===== src/rtl/display_pkg.sv =====
// Shared display-mode definitions. The display controller uses the same mode constants.
package display_pkg;

  localparam int RGB_W  = 24;
  localparam int EDGE_W = 8;

  // The encoding is the raw mode code {posterize_en, display_sel}.
  typedef enum logic [2:0] {
    MODE_HALF_POST  = 3'b000,
    MODE_PASS       = 3'b100,
    MODE_FULL_SOBEL = 3'b101,
    MODE_HALF_SOBEL = 3'b110
  } mode_e;

  // Codes that are not defined decode to passthrough.
  function automatic mode_e decode_mode(input logic [2:0] code);
    case (code)
      3'b000:  return MODE_HALF_POST;
      3'b101:  return MODE_FULL_SOBEL;
      3'b110:  return MODE_HALF_SOBEL;
      default: return MODE_PASS;
    endcase
  endfunction

endpackage


===== src/rtl/pixel_posterize.sv =====
// Posterizes one colour channel by keeping its POST_BITS MSBs and zeroing the rest.
module pixel_posterize #(
  parameter int POST_BITS = 3
) (
  input  logic [7:0] chan,
  output logic [7:0] post
);

  localparam logic [7:0] KEEP_MASK = 8'(8'hFF << (8 - POST_BITS));

  assign post = chan & KEEP_MASK;

endmodule


===== src/rtl/display_mux.sv =====
// Two-stage output mux combining raw RGB with Sobel edge or posterized pixels by display mode.
// Define DISPLAY_MUX_SPLIT_LINE_EN to draw a white marker at the split column in half modes.
module display_mux
  import display_pkg::*;
#(
  parameter int H_RES     = 640,
  parameter int POST_BITS = 3,
  parameter int COL_W     = 11
) (
  input  logic                i_pclk,
  input  logic                i_srst,
  input  logic                i_posterize_en,
  input  logic [1:0]          i_display_sel,
  input  logic                i_valid,
  input  logic                i_sof,
  input  logic                i_eol,
  input  logic [RGB_W-1:0]    i_rgb,
  input  logic [EDGE_W-1:0]   i_edge,
  output logic                o_valid,
  output logic                o_sof,
  output logic                o_eol,
  output logic [RGB_W-1:0]    o_rgb
);

  localparam logic [COL_W-1:0] X_MAX = COL_W'(H_RES - 1);
  localparam logic [COL_W-1:0] X_MID = COL_W'(H_RES / 2);

  // x_q holds the column the next valid pixel will occupy.
  mode_e            mode_q;
  logic [COL_W-1:0] x_q;
  mode_e            cur_mode;
  logic [COL_W-1:0] cur_x;
  logic             sof_in;

  logic              s1_valid, s1_sof, s1_eol;
  logic [RGB_W-1:0]  s1_rgb;
  logic [EDGE_W-1:0] s1_edge;
  logic [COL_W-1:0]  s1_x;
  mode_e             s1_mode;

  assign sof_in = i_valid & i_sof;

  // The SOF pixel itself uses the freshly decoded mode and column 0.
  always_comb begin
    cur_mode = mode_q;
    cur_x    = x_q;
    if (sof_in) begin
      cur_mode = decode_mode({i_posterize_en, i_display_sel});
      cur_x    = '0;
    end
  end

  // NOTE: sequential state uses non-blocking assignments only, so every register samples pre-edge values.
  always_ff @(posedge i_pclk) begin
    if (i_srst) begin
      mode_q   <= MODE_PASS;
      x_q      <= '0;
      s1_valid <= 1'b0;
      s1_sof   <= 1'b0;
      s1_eol   <= 1'b0;
    end else begin
      s1_valid <= i_valid;
      s1_sof   <= i_sof;
      s1_eol   <= i_eol;
      if (i_valid) begin
        mode_q <= cur_mode;
        if (i_eol)               x_q <= '0;
        else if (cur_x == X_MAX) x_q <= X_MAX;
        else                     x_q <= cur_x + 1'b1;
      end
    end
  end

  // NOTE: pixel data registers carry no reset; s1_valid qualifies them and o_rgb is zeroed when invalid.
  always_ff @(posedge i_pclk) begin
    s1_rgb  <= i_rgb;
    s1_edge <= i_edge;
    s1_x    <= cur_x;
    s1_mode <= cur_mode;
  end

  logic [RGB_W-1:0] edge_px, post_px, mux_px;
  logic             right_half;

  assign edge_px    = {3{s1_edge}};
  assign right_half = (s1_x >= X_MID);

  pixel_posterize #(.POST_BITS(POST_BITS)) u_post_r (.chan(s1_rgb[23:16]), .post(post_px[23:16]));
  pixel_posterize #(.POST_BITS(POST_BITS)) u_post_g (.chan(s1_rgb[15:8]),  .post(post_px[15:8]));
  pixel_posterize #(.POST_BITS(POST_BITS)) u_post_b (.chan(s1_rgb[7:0]),   .post(post_px[7:0]));

  // NOTE: mux_px is given a default before the case so no path leaves it unassigned (no latch).
  always_comb begin
    mux_px = s1_rgb;
    case (s1_mode)
      MODE_FULL_SOBEL: mux_px = edge_px;
      MODE_HALF_SOBEL: if (right_half) mux_px = edge_px;
      MODE_HALF_POST:  if (right_half) mux_px = post_px;
      default:         mux_px = s1_rgb;
    endcase
`ifdef DISPLAY_MUX_SPLIT_LINE_EN
    if ((s1_mode == MODE_HALF_SOBEL || s1_mode == MODE_HALF_POST) && s1_x == X_MID)
      mux_px = 24'hFFFFFF;
`else
`endif
  end

  always_ff @(posedge i_pclk) begin
    if (i_srst) begin
      o_valid <= 1'b0;
      o_sof   <= 1'b0;
      o_eol   <= 1'b0;
      o_rgb   <= '0;
    end else begin
      o_valid <= s1_valid;
      o_sof   <= s1_sof;
      o_eol   <= s1_eol;
      o_rgb   <= s1_valid ? mux_px : '0;
    end
  end

endmodule


===== config.mk =====
export PLATFORM = sky130hd
export DESIGN_NAME = display_mux
export DESIGN_NICKNAME = d
export VERILOG_FILES = /design/src/rtl/display_pkg.sv /design/src/rtl/pixel_posterize.sv /design/src/rtl/display_mux.sv
export SDC_FILE = /design/constraint.sdc
export NUM_CORES = 1
export LEC_CHECK = 0
export BUFFER_PORTS_ARGS = -buffer_cell sky130_fd_sc_hd__buf_2
export CORE_MARGIN = 8
export CORE_UTILIZATION = 51
export CTS_CLUSTER_DIAMETER = 200
export CTS_CLUSTER_SIZE = 20
export DETAILED_ROUTE_END_ITERATION = 7
export GPL_ROUTABILITY_DRIVEN = 0
export GPL_TIMING_DRIVEN = 0
export PLACE_DENSITY = 0.83
export REMOVE_ABC_BUFFERS = 1
export SYNTH_ARGS = -nofsm -noshare
export SYNTH_HDL_FRONTEND = slang
export SYNTH_HIERARCHICAL = 1
export SYNTH_SLANG_ARGS = --single-unit

===== constraint.sdc =====
create_clock -name i_pclk -period 3.2 [get_ports i_pclk]
set_input_delay 0.16 -clock i_pclk [delete_from_list [all_inputs] [get_ports i_pclk]]
set_output_delay 0.16 -clock i_pclk [all_outputs]
set_load 0.005 [all_outputs]

Word level (Yosys, flattened, before mapping). Index checks and enable logic that the tools add are counted.

Flip-flop bits (word level): 90. Input bits: 40. Output and inout bits: 27.

Add/subtract/negate cells: 1. Order comparisons: 1. Equal/unequal tests: 5. Multiplexer cells: 8. Bitwise gates (word level): 2. Reductions and logical operators: 3.

Operators by type and width (number): $pmux 24 s3 (1); $mux 11 (3); $mux 24 (1); $mux 21 (1); $eq 3x3->1 const B (4); $add 11x1->11 const B (1); $eq 11x10->1 const B (1); $ge 11x9->1 const B (1); $pmux 3 s3 (1); $logic_not 3->1 (2); $mux 3 (1); $reduce_or 2->1 (1); $and 1x1->1 (1); $not 1->1 (1).

Logic depth before layout (Yosys ltp).
Depth after elaboration: 5. Mapped depth: 12.

Hierarchy. Netlist, hierarchy kept.

By module, submodules not included: display_mux (times used 1, cells each 330, area an instance 3185.6 sq um, seq. area each 1681.6 sq um); pixel_posterize (times used 3, cells each 9, area an instance 63.8 sq um, seq. area each 0.0 sq um).

Worst setup path before layout. No wires, ideal clock.

Path kind: input-to-reg. Start: input i_valid. End: register x_q[0]. Library setup time: 0.067 ns. Arrival time: 2.319 ns. Required time: 3.133 ns. Setup slack: 0.814 ns. Cell stages on the path: 12. Buffers on the path: 4. Cell sequence: buf_2 > nand2_2 > clkbuf_1 > clkbuf_1 > and2_1 > ha_1 > and3_4 > nand2_1 > or3_1 > buf_6 > a311o_1 > a21oi_2.

Word-level cells in the longest chain between the ends: 5. Elaborated cells on any way between the ends: 6. Classes of those cells: 1 x add/sub; 1 x eq/ne; 3 x mux; 1 x bitwise.

Ends and longest elaborated chain: from (decl) (RTL line display_mux.sv:14) `input logic i_valid,`; $and 1x1->1 (*) (RTL line display_mux.sv:41) `assign sof_in = i_valid & i_sof;`; $mux 11 (*) (RTL line display_mux.sv:47) `if (sof_in) begin`; via cur_x[0] (RTL line display_mux.sv:32) `logic [COL_W-1:0] cur_x;`; $add 11x1->11 / $eq 11x10->1 (equally long branches) (RTL line display_mux.sv:69, display_mux.sv:68); $mux 11 (*) (RTL line display_mux.sv:68) `else if (cur_x == X_MAX) x_q <= X_MAX;`; $mux 11 (*) (RTL line display_mux.sv:67) `if (i_eol) x_q <= '0;`; to (signal assigned) (RTL line display_mux.sv:69) `else x_q <= cur_x + 1'b1;`; to (decl) (RTL line display_mux.sv:30) `logic [COL_W-1:0] x_q;`.

Mark *: on every way through the listed nets, which the timed path passes. The rest lies on a longest branch. A chain may end at the register's enable or synchronous reset.

Final worst setup path.
Start: register s1_mode[1]. End: register o_rgb[22].

Word-level cells in the longest chain between the ends: 2. Elaborated cells on any way between the ends: 4. Classes of those cells: 2 x eq/ne; 1 x mux; 1 x reduce/logical.

Ends and longest elaborated chain: from (decl) (RTL line display_mux.sv:39) `mode_e s1_mode;`; from (signal assigned) (RTL line display_mux.sv:79) `s1_mode <= cur_mode;`; $eq 3x3->1 / $logic_not 3->1 (equally long branches) (RTL line display_mux.sv:95) `case (s1_mode)`; $pmux 24 s3 (*) (RTL line display_mux.sv:95); to (signal assigned) (RTL line display_mux.sv:118) `o_rgb <= s1_valid ? mux_px : '0;`; to (decl) (RTL line display_mux.sv:22) `output logic [RGB_W-1:0] o_rgb`.

Mark *: on every way between the ends. The rest lies on a longest branch, timed or not.

==> out/metrics.yaml <==
outcome:
  status: "completed"
worst_setup_path:
  max_stage_delay_ns: 0.80
  cp-end-kind: "flip-flop"
  path_cells: "nand3b_1 > a21oi_1 > nor3_2 > nand3_1 > o21ai_0"
  crit_path_top_delay_cell: "a21oi_1"
  crit_type: "flip-flop to flip-flop"
  crit_fanout: 18
  start_kind: "flip-flop"
  cp.arrival_ns: 2.87
  required_ns: 3.40
power:
  p_sw_share_pct: 23.42
  internal_power_mw: 1.553
  clkPwrFrac_pct: 37.2
  pwr-share-comb_pct: 8.1
  power_frac_seq_pct: 54.7
  vdd_drop_max_mv: 0.4571
  finalPower_mw: 2.028
  cellPowerDensity_nw_per_um2: 493.9
  p_switching_mw: 0.4750
  p_leak_nw: 1.861
grt:
  top_usage_layer: "met2"
  met3_usage_pct: 5.761
  grt_usage_pct: 16.39
  grt_max_degree: 26
  grt_pass1_wl_mm: 12.88
  grt_pass1_vias: 2704
  grt_util_met2_pct: 27.57
  grt-ovfl-total: 0
  met1_usage_pct: 18.20
  antenna_found_initial: 1
clocking:
  cts_root_buf: "clkbuf_8"
  h-tree-depth: 3
  clkTransAtPathRegs_ns: 0.08
  clockBufferDepth: 2
  insertion_delay_ns: 0.35
  cts_tree: "yes"
  numCtsBuffers: 9
  clock_sinks: 84
  cts_setup_buffers: 0
floorplan:
  dieArea_um2: 9481
  fp.dieW_um: 97.37
  rows: 29
  initial_core_util_pct: 52.88
  die_y_um: 97.37
  coreArea_um2: 6386
  io_pins: 67
placement:
  dpl.hpwl_mm: 5.022
  dp_slack_ns: 0.6885
  io_buffers: 66
  dpl_cell_area_um2: 3580
synthesis:
  yosys-top-cells-area: "dfxtp_1 (50%), buf_4 (5.8%), a21oi_1 (4.0%)"
  async_reset_ff_share_pct: 0
  synth_compound_area_share_pct: 20.34
  muxShareOfSynthArea_pct: 3.557
  yosys_warnings: 6
  synth_area_leader_cell: "dfxtp_1"
  synth-xor-area-share_pct: 1.037
  netlist_area_um2: 3377
  postSynthAreaPerCell_um2: 9.459
  ys_seq_elements: 84
  synthDominantCellAreaShare_pct: 49.80
  dominantRegCellSynth: "dfxtp_1"
  synth_cells: 357
  synthAdderAreaFrac_pct: 0.3705
  synthSimpleGateAreaFrac_pct: 15.93
  ys_types: 54
  synth_top_family_by_area: "compound AO/OA/AOI/OAI gates"
  synth_edf_count: 0
  synth_seq_area_share_pct: 49.80
cells_and_area:
  area_growth_pct: 21.56
  utilization_pct: 64.28
  final_common_cell: "dfxtp_1"
  layout_common_cells: "dfxtp_1 (84), buf_2 (66), nand2_1 (35)"
  fillers: 504
  drive_above_1_share_pct: 23.41
  design_area_um2: 4105
  final_nets: 476
sta:
  period_needed_ns: 2.675
  layout_setup_ws_ns: 0.5253
  tns_ns: 0
  worstMarginPinSlew_ns: 1.127
  min_period_over_period_pct: 83.58
  worst_clock_skew_ns: 0.009135
  hold_viol: 0
  slew_headroom_pct: 24.83
  slew_viol_final: 0
  clock.fmax_mhz: 373.9
  setup_violations: 0
  rsz0062_at_grt: "no"
drt:
  wl_per_cell_um: 14.93
  initialDrtViolationCount: 164
  antenna_left: 0
  vias: 2784
  drc: 0
  vias_per_cell: 5.375
  drt-pass1-iter-count: 4
  wirelength_mm: 7.732
run:
  drv_cap: 0
min_path:
  hold_class: "input port to flip-flop"
final cells by class:
cell class	instances	area, um2	area share (%)
Timing Repair Buffer	98	650.6	15.85
Tap cell	77	96.34	2.347
Multi-Input combinational cell	236	1449	35.29
Antenna cell	1	2.502	0.06096
Inverter	6	22.52	0.5486
Clock buffer	11	141.4	3.444
Clock inverter	5	61.31	1.493
Sequential cell	84	1682	40.96
kinds of logic (layout without fill, tap and decap cells):
logic type | Yosys count | after routing
adder cells (fa/ha/maj) | 1 | 1
XOR/XNOR | 4 | 4
flip-flops | 84 | 84
AND/OR/NAND/NOR | 104 | 104
buffers and inverters | 49 | 120
AO/OA/AOI/OAI | 100 | 100
multiplexers | 12 | 12
other | 3 | 16
per-stage QoR:
step | hold slack (ns) | std cells
global placement | 0.2634 | 469
floorplan | 0.1877 | 326
CTS | 0.05100 | 517
global route | 0.06705 | 518
detailed placement | 0.2636 | 469
finish | 0.07322 | 518
worst max-delay path: cells and delay by family (launching register included):
family           cells  cell delay, ns
AO/OA/AOI/OAI        2            0.96
flip-flops           1            0.67
AND/OR/NAND/NOR      3            0.88
registers in the layout, indices dropped and copies added, names as in the netlist, 3 cells and up:
name	count
s1_mode	3
o_rgb	24
s1_x	5
x_q	11
s1_edge	8
mode_q	3
s1_rgb	24
cell usage after synthesis, types with 2 or more instances:
library cell and count:
nand4_1 2, a21oi_2 2, conb_1 3, o311ai_0 4
o22ai_1 2, a21o_1 2, nor4_1 4, buf_2 2
o21ai_0 26, o221a_2 12, a32o_1 2, nor3_2 2
a211oi_1 2, nor2_1 14, and2_1 8, nor2b_1 6
o21a_1 2, nand2_1 35, inv_1 5, clkbuf_1 14
a2bb2oi_1 3, a21oi_1 27, a32oi_1 3, or3_1 2
buf_4 26, nand3_1 7, xnor2_1 3, mux2i_1 12
nor3_1 6, a311o_1 3, nand2b_1 5, a31oi_1 3
nand3b_1 4, dfxtp_1 84
final timing paths:
kind	cells past startpoint	slack (ns)	start	end
worst max-delay path	5	0.53	s1_mode[1]$_DFF_P_	o_rgb[22]$_SDFF_PP0_
worst min-delay path	2	0.07	i_sof	s1_x[8]$_DFF_P_
worst max register to register	5	0.53	s1_mode[1]$_DFF_P_	o_rgb[22]$_SDFF_PP0_
worst min register to register	2	0.45	s1_rgb[16]$_DFF_P_	o_rgb[16]$_SDFF_PP0_
metal layers:
layer | part of all wire [%] | wire (um) | vias up
li1 | - | - | 1399
met1 | 42 | 3268 | 1289
met2 | 50 | 3854 | 83
met3 | 5.9 | 456 | 13
met4 | 2.0 | 153 | 0
met5 | 0 | 0 | -
timing repair:
action                     4_1_cts  5_1_grt
hold endpoints to repair        32        0
setup endpoints to repair        0        0
hold buffers                    32        0
resized for setup                0        0
power by group through the flow:
stage	registers (mW)	clock network, mW	logic [mW]
after floorplan	1.13	0	0.0709
after global placement	1.13	0	0.127
after detailed placement	1.13	0	0.131
after CTS	1.11	0.776	0.162
after global routing	1.11	0.824	0.183
final	1.11	0.754	0.164
(Power assumes the default switching activity.)
